==> config.mk <==
export PLATFORM = sky130hd
export DESIGN_NAME = pipe_skid
export DESIGN_NICKNAME = d
export VERILOG_FILES = /design/src/rtl/pipe_skid_pkg.sv /design/src/rtl/skid_slot.sv /design/src/rtl/pipe_skid.sv
export SDC_FILE = /design/constraint.sdc
export NUM_CORES = 1
export LEC_CHECK = 0
export ABC_AREA = 1
export BUFFER_PORTS_ARGS = -buffer_cell sky130_fd_sc_hd__buf_2
export CELL_PAD_IN_SITES_DETAIL_PLACEMENT = 1
export CELL_PAD_IN_SITES_GLOBAL_PLACEMENT = 2
export CORE_UTILIZATION = 28
export CTS_CLUSTER_SIZE = 28
export DETAILED_ROUTE_END_ITERATION = 10
export HOLD_SLACK_MARGIN = 0.02
export PLACE_DENSITY = 0.78
export SLEW_MARGIN = 20
export SYNTH_ARGS = -nofsm -noshare
export SYNTH_HDL_FRONTEND = slang
export SYNTH_SLANG_ARGS = --single-unit
export TNS_END_PERCENT = 1
==> constraint.sdc <==
create_clock -name clk -period 1.3 [get_ports clk]
set_input_delay 0.13 -clock clk [delete_from_list [all_inputs] [get_ports clk]]
set_output_delay 0.13 -clock clk [all_outputs]
set_load 0.1 [all_outputs]
==> src/rtl/pipe_skid_pkg.sv <==
// Shared encodings for the pipe_skid valid/ready skid buffer.
// PIPE_SKID_FLUSH_EN is left undefined by default, so the default build has no flush port.
package pipe_skid_pkg;

  typedef enum logic [1:0] {
    PIPE_SKID_EMPTY = 2'b00,
    PIPE_SKID_BUSY  = 2'b01,
    PIPE_SKID_FULL  = 2'b10
  } pipe_skid_state_e;

endpackage : pipe_skid_pkg

==> src/rtl/skid_slot.sv <==
// WIDTH-bit enable register with a parameterised reset value.
// pipe_skid uses one instance for the main payload and one for the skid payload.
module skid_slot #(
  parameter int               WIDTH    = 32,
  parameter logic [WIDTH-1:0] RST_DATA = {WIDTH{1'b0}}
) (
  input  logic             clk,
  input  logic             rstn,
  input  logic             en,
  input  logic [WIDTH-1:0] d,
  output logic [WIDTH-1:0] q
);

  // NOTE: payload registers get a defined reset value so m_data is known straight out of reset.
  always_ff @(posedge clk or negedge rstn) begin
    if (!rstn) begin
      q <= RST_DATA;
    end else if (en) begin
      q <= d;
    end
  end

endmodule : skid_slot

==> src/rtl/pipe_skid.sv <==
// Two-entry skid-buffered valid/ready pipeline register with a registered s_ready.
// Define PIPE_SKID_FLUSH_EN to add the synchronous flush input.
module pipe_skid
  import pipe_skid_pkg::*;
#(
  parameter int               WIDTH    = 32,
  parameter logic [WIDTH-1:0] RST_DATA = {WIDTH{1'b0}}
) (
  input  logic             clk,
  input  logic             rstn,
  input  logic             s_valid,
  output logic             s_ready,
  input  logic [WIDTH-1:0] s_data,
  output logic             m_valid,
  input  logic             m_ready,
`ifdef PIPE_SKID_FLUSH_EN
  input  logic             flush,
`endif
  output logic [WIDTH-1:0] m_data
);

  pipe_skid_state_e state_q, state_d;
  logic             s_ready_q, s_ready_d;
  logic             m_valid_q, m_valid_d;
  logic             main_en, skid_en, load_from_skid;
  logic             accept, consume;
  logic [WIDTH-1:0] main_d, main_q, skid_q;

  assign accept  = s_valid & s_ready_q;
  assign consume = m_valid_q & m_ready;

  // NOTE: every signal gets a default before the case so no latch is inferred.
  always_comb begin
    state_d        = state_q;
    s_ready_d      = s_ready_q;
    m_valid_d      = m_valid_q;
    main_en        = 1'b0;
    skid_en        = 1'b0;
    load_from_skid = 1'b0;

    unique case (state_q)
      PIPE_SKID_EMPTY: begin
        if (accept) begin
          main_en   = 1'b1;
          m_valid_d = 1'b1;
          state_d   = PIPE_SKID_BUSY;
        end
      end
      PIPE_SKID_BUSY: begin
        if (accept && consume) begin
          main_en = 1'b1;
        end else if (accept) begin
          // Downstream stalled this cycle: park the beat so s_ready can drop a cycle late.
          skid_en   = 1'b1;
          s_ready_d = 1'b0;
          state_d   = PIPE_SKID_FULL;
        end else if (consume) begin
          m_valid_d = 1'b0;
          state_d   = PIPE_SKID_EMPTY;
        end
      end
      PIPE_SKID_FULL: begin
        if (consume) begin
          main_en        = 1'b1;
          load_from_skid = 1'b1;
          s_ready_d      = 1'b1;
          state_d        = PIPE_SKID_BUSY;
        end
      end
      default: begin
        m_valid_d = 1'b0;
        s_ready_d = 1'b1;
        state_d   = PIPE_SKID_EMPTY;
      end
    endcase

`ifdef PIPE_SKID_FLUSH_EN
    // Flush wins over any accept/consume; payload contents become don't-care.
    if (flush) begin
      main_en   = 1'b0;
      skid_en   = 1'b0;
      m_valid_d = 1'b0;
      s_ready_d = 1'b1;
      state_d   = PIPE_SKID_EMPTY;
    end
`endif

    main_d = load_from_skid ? skid_q : s_data;
  end

  // NOTE: sequential state uses non-blocking assignments only.
  always_ff @(posedge clk or negedge rstn) begin
    if (!rstn) begin
      state_q   <= PIPE_SKID_EMPTY;
      s_ready_q <= 1'b1;
      m_valid_q <= 1'b0;
    end else begin
      state_q   <= state_d;
      s_ready_q <= s_ready_d;
      m_valid_q <= m_valid_d;
    end
  end

  skid_slot #(
    .WIDTH    (WIDTH),
    .RST_DATA (RST_DATA)
  ) u_main_slot (
    .clk  (clk),
    .rstn (rstn),
    .en   (main_en),
    .d    (main_d),
    .q    (main_q)
  );

  skid_slot #(
    .WIDTH    (WIDTH),
    .RST_DATA (RST_DATA)
  ) u_skid_slot (
    .clk  (clk),
    .rstn (rstn),
    .en   (skid_en),
    .d    (s_data),
    .q    (skid_q)
  );

  assign s_ready = s_ready_q;
  assign m_valid = m_valid_q;
  assign m_data  = main_q;

endmodule : pipe_skid

==> out/qor.yml <==
run_status:
  status: "finished, violations left"
  violations: "setup timing"
setup_path:
  path_cells: "nand2_4 -> inv_4 -> nand3_4 -> nand2_4 -> buf_12 -> nand2_1 -> nand2_1"
  cp.required_ns: 1.58
  crit_fanout: 20
  crit_slowest_cell: "dfstp_4"
  crit_type: "reg2reg"
  max_stage_delay_ns: 0.64
  end_kind: "flop"
  worstSetupStartpointType: "flop"
  arrival_ns: 1.65
  rrSetupSlack_ns: -0.08
final_layout:
  area_growth_pct: 31.9
  antenna_cells: 0
  fin_nets: 533
  drive_gt1_share_pct: 25.9
  n_fill_cell: 1375
  multi_input_comb_area_mm2: 0.00139
  register_area_mm2: 0.00171
synth:
  synth-seq-cells: 68
  synth-compound-area-share_pct: 0.616
  synth_xor_area_share_pct: 0
  yosysWarnings: 0
  ys_seq_area_share_pct: 52.4
  yosys.area_share.simple_pct: 40.9
  muxShareOfSynthArea_pct: 0
  postSynthCellCount: 417
  avgSynthCellArea_um2: 7.80
  ys_top_cells_by_area: "dfrtp_1, nand2_1, nand3_1"
  synth_cell_types: 19
  synthAdderAreaFrac_pct: 0
  netlist.area_leader.share_pct: 51.6
  synth.cell_area_mm2: 0.00325
  synth_top_family_by_area: "simple AND/OR/NAND/NOR gates"
  syn_nets: 453
  yosys.area.top_type: "dfrtp_1"
timing:
  rsz0062_at_grt: "yes"
  fmax_mhz: 726
  finalWorstSetupSlack_ns: -0.0766
  hold_viol_final: 0
  slew_viol_final: 0
  worst_pin_slew_ns: 0.502
  finalClockSkew_ns: 0.00401
  whs_ns: 0.0448
  setup_viol: 67
  post-route-min-period_ns: 1.38
  period_share_pct: 106
  slew_headroom_pct: 66.8
cts:
  cts_made_buffers: 9
  htree_levels: 3
  cts_root_buf: "clkbuf_16"
  cts_tree: "built"
  cts.sinks: 68
  ctsLongestPathBuffers: 2
  clkSlewWorstSetupHoldPaths_ns: 0.06
  clock_latency_ns: 0.33
  postCtsSetupBuffers: 0
placement:
  globalplace.congestion: 0.751
  io_buffers: 69
  dp_slack_ns: -0.0804
  hpwl_um: 7110
drt:
  antenna_left: 0
  num_vias: 3082
  dr.first_iter.drc_count: 140
  drc: 0
  drt_first_pass_iters: 4
  routed_wl_um: 10000
  wl_per_cell_um: 15.6
  viasPerCell: 4.80
die:
  row_count: 38
  die_y_um: 110
  die_width_um: 110
  io_pins: 70
  coreArea_mm2: 0.0111
  dieArea_mm2: 0.0120
  start_util_pct: 29.3
grt:
  grt_max_degree: 37
  grt_pass1_wl_um: 16600
  first_global_vias: 3242
  grt_remaining_overflow: 0
  antenna_found_initial: 0
  grt.total_usage_pct: 18.5
power:
  combPwrFrac_pct: 3.7
  cellPowerDensity_mw_per_mm2: 1120
  swShare_pct: 21.6
  power.internal_uw: 3770
  leakage_uw: 0.00250
  power.switching_uw: 1040
  seqPwrFrac_pct: 44.0
  ir_worst_vdd_v: 0.000514
  pwr-share-clk_pct: 52.2
min_path:
  min_path_type: "in2reg"
run:
  max_cap_viol_count: 0
[worst max-delay path: cells and delay by family, from the launching register on]
kind	cells	cell delay, ns
buffers and inverters	2	0.22
flip-flops	1	0.64
AND/OR/NAND/NOR	5	0.45
[state kept, by name, indices dropped and copies added, names as in the netlist]
signal / count
m_valid: 1
u_main_slot.q: 32
state_q: 2
u_skid_slot.q: 32
s_ready: 1
[cell type report]
type                       instances  share of cell area (%)
sequential                        68                    39.9
tap                              140                    4.09
clock buffer                      12                    5.98
timing repair buffer              99                    16.1
multi-input combinational        315                    32.4
clock inverter                     4                    1.11
inverter                           4                   0.467
[stage by stage]
step / setup TNS (ns) / power [µW] / cell area [µm²] / utilization [%] / instances
3_5_place_dp: -3.43 / 2340 / 3920 / 35.4 / 625
6_report: -2.36 / 4810 / 4290 / 38.7 / 642
2_1_floorplan: -12.34 / 2200 / 3330 / - / 417
3_3_place_gp: -1.19 / 2340 / 3920 / 35.4 / 625
5_1_grt: -7.28 / 4980 / 4290 / 38.7 / 642
4_1_cts: -3.32 / 4890 / 4270 / 38.5 / 642
[cell usage after synthesis]
library cell / n
nand2_2: 3
a21oi_1: 2
dfstp_2: 1
clkbuf_1: 5
buf_2: 17
nor2_1: 3
nand3_1: 96
dfrtp_1: 67
nand3_2: 1
inv_1: 2
buf_6: 6
buf_1: 1
buf_4: 1
nand2_1: 204
nand4_1: 2
o21ai_0: 2
inv_2: 2
nor2_8: 1
nor2_4: 1
[power groups by stage]
stage / clock [µW] / sequential [µW] / combinational [µW]
after CTS: 2590 / 2120 / 187
after detailed placement: 0 / 2160 / 184
after global placement: 0 / 2160 / 181
after floorplan: 0 / 2160 / 41.1
after global routing: 2660 / 2120 / 206
final: 2510 / 2120 / 180
[worst paths after layout]
kind                       cells after the start           endpoint         startpoint
setup / recovery                               7  u_main_slot.q[23]            s_ready
hold / removal                                 3  u_skid_slot.q[16]         s_data[16]
setup reg to reg                               7  u_main_slot.q[23]            s_ready
hold reg to reg                                2  u_skid_slot.q[21]  u_skid_slot.q[21]
max in group asynchronous                      3  u_skid_slot.q[14]               rstn
min in group asynchronous                      2  u_main_slot.q[21]               rstn
[routing by layer]
layer  track usage [%]  part of all wire, %  up-vias
li1                  -                    -     1500
met1              24.1                   48     1516
met2              30.1                   47       55
met3              4.21                  3.7       11
met4              6.10                  1.3        0
met5                 0                    0        -
[cell families (layout without fill, tap and decap cells)]
| family | Yosys count | in the layout |
|---|---|---|
| buffers and inverters | 34 | 119 |
| AOI/OAI and AO/OA | 4 | 4 |
| and+or+nand+nor | 311 | 311 |
| DFF | 68 | 68 |
[timing repair]
item	in CTS	in global routing
hold buffers	1	0
resized for setup	10	6
setup endpoints to repair	67	71
endpoints found under the hold margin	21	0
cloned	0	0
pin swaps	0	2
[layout by cell type, fill, tap and decap left out, types with 3 or more instances in the layout]
master and n:
nand2_1 198, nand3_1 96, dfrtp_1 66, buf_2 64, buf_4 18, clkbuf_16 9, buf_6 8, nand2_2 6
buf_12 6, nand2_4 3, nor2_1 3
Note: power is estimated with default switching activity, not from simulation.
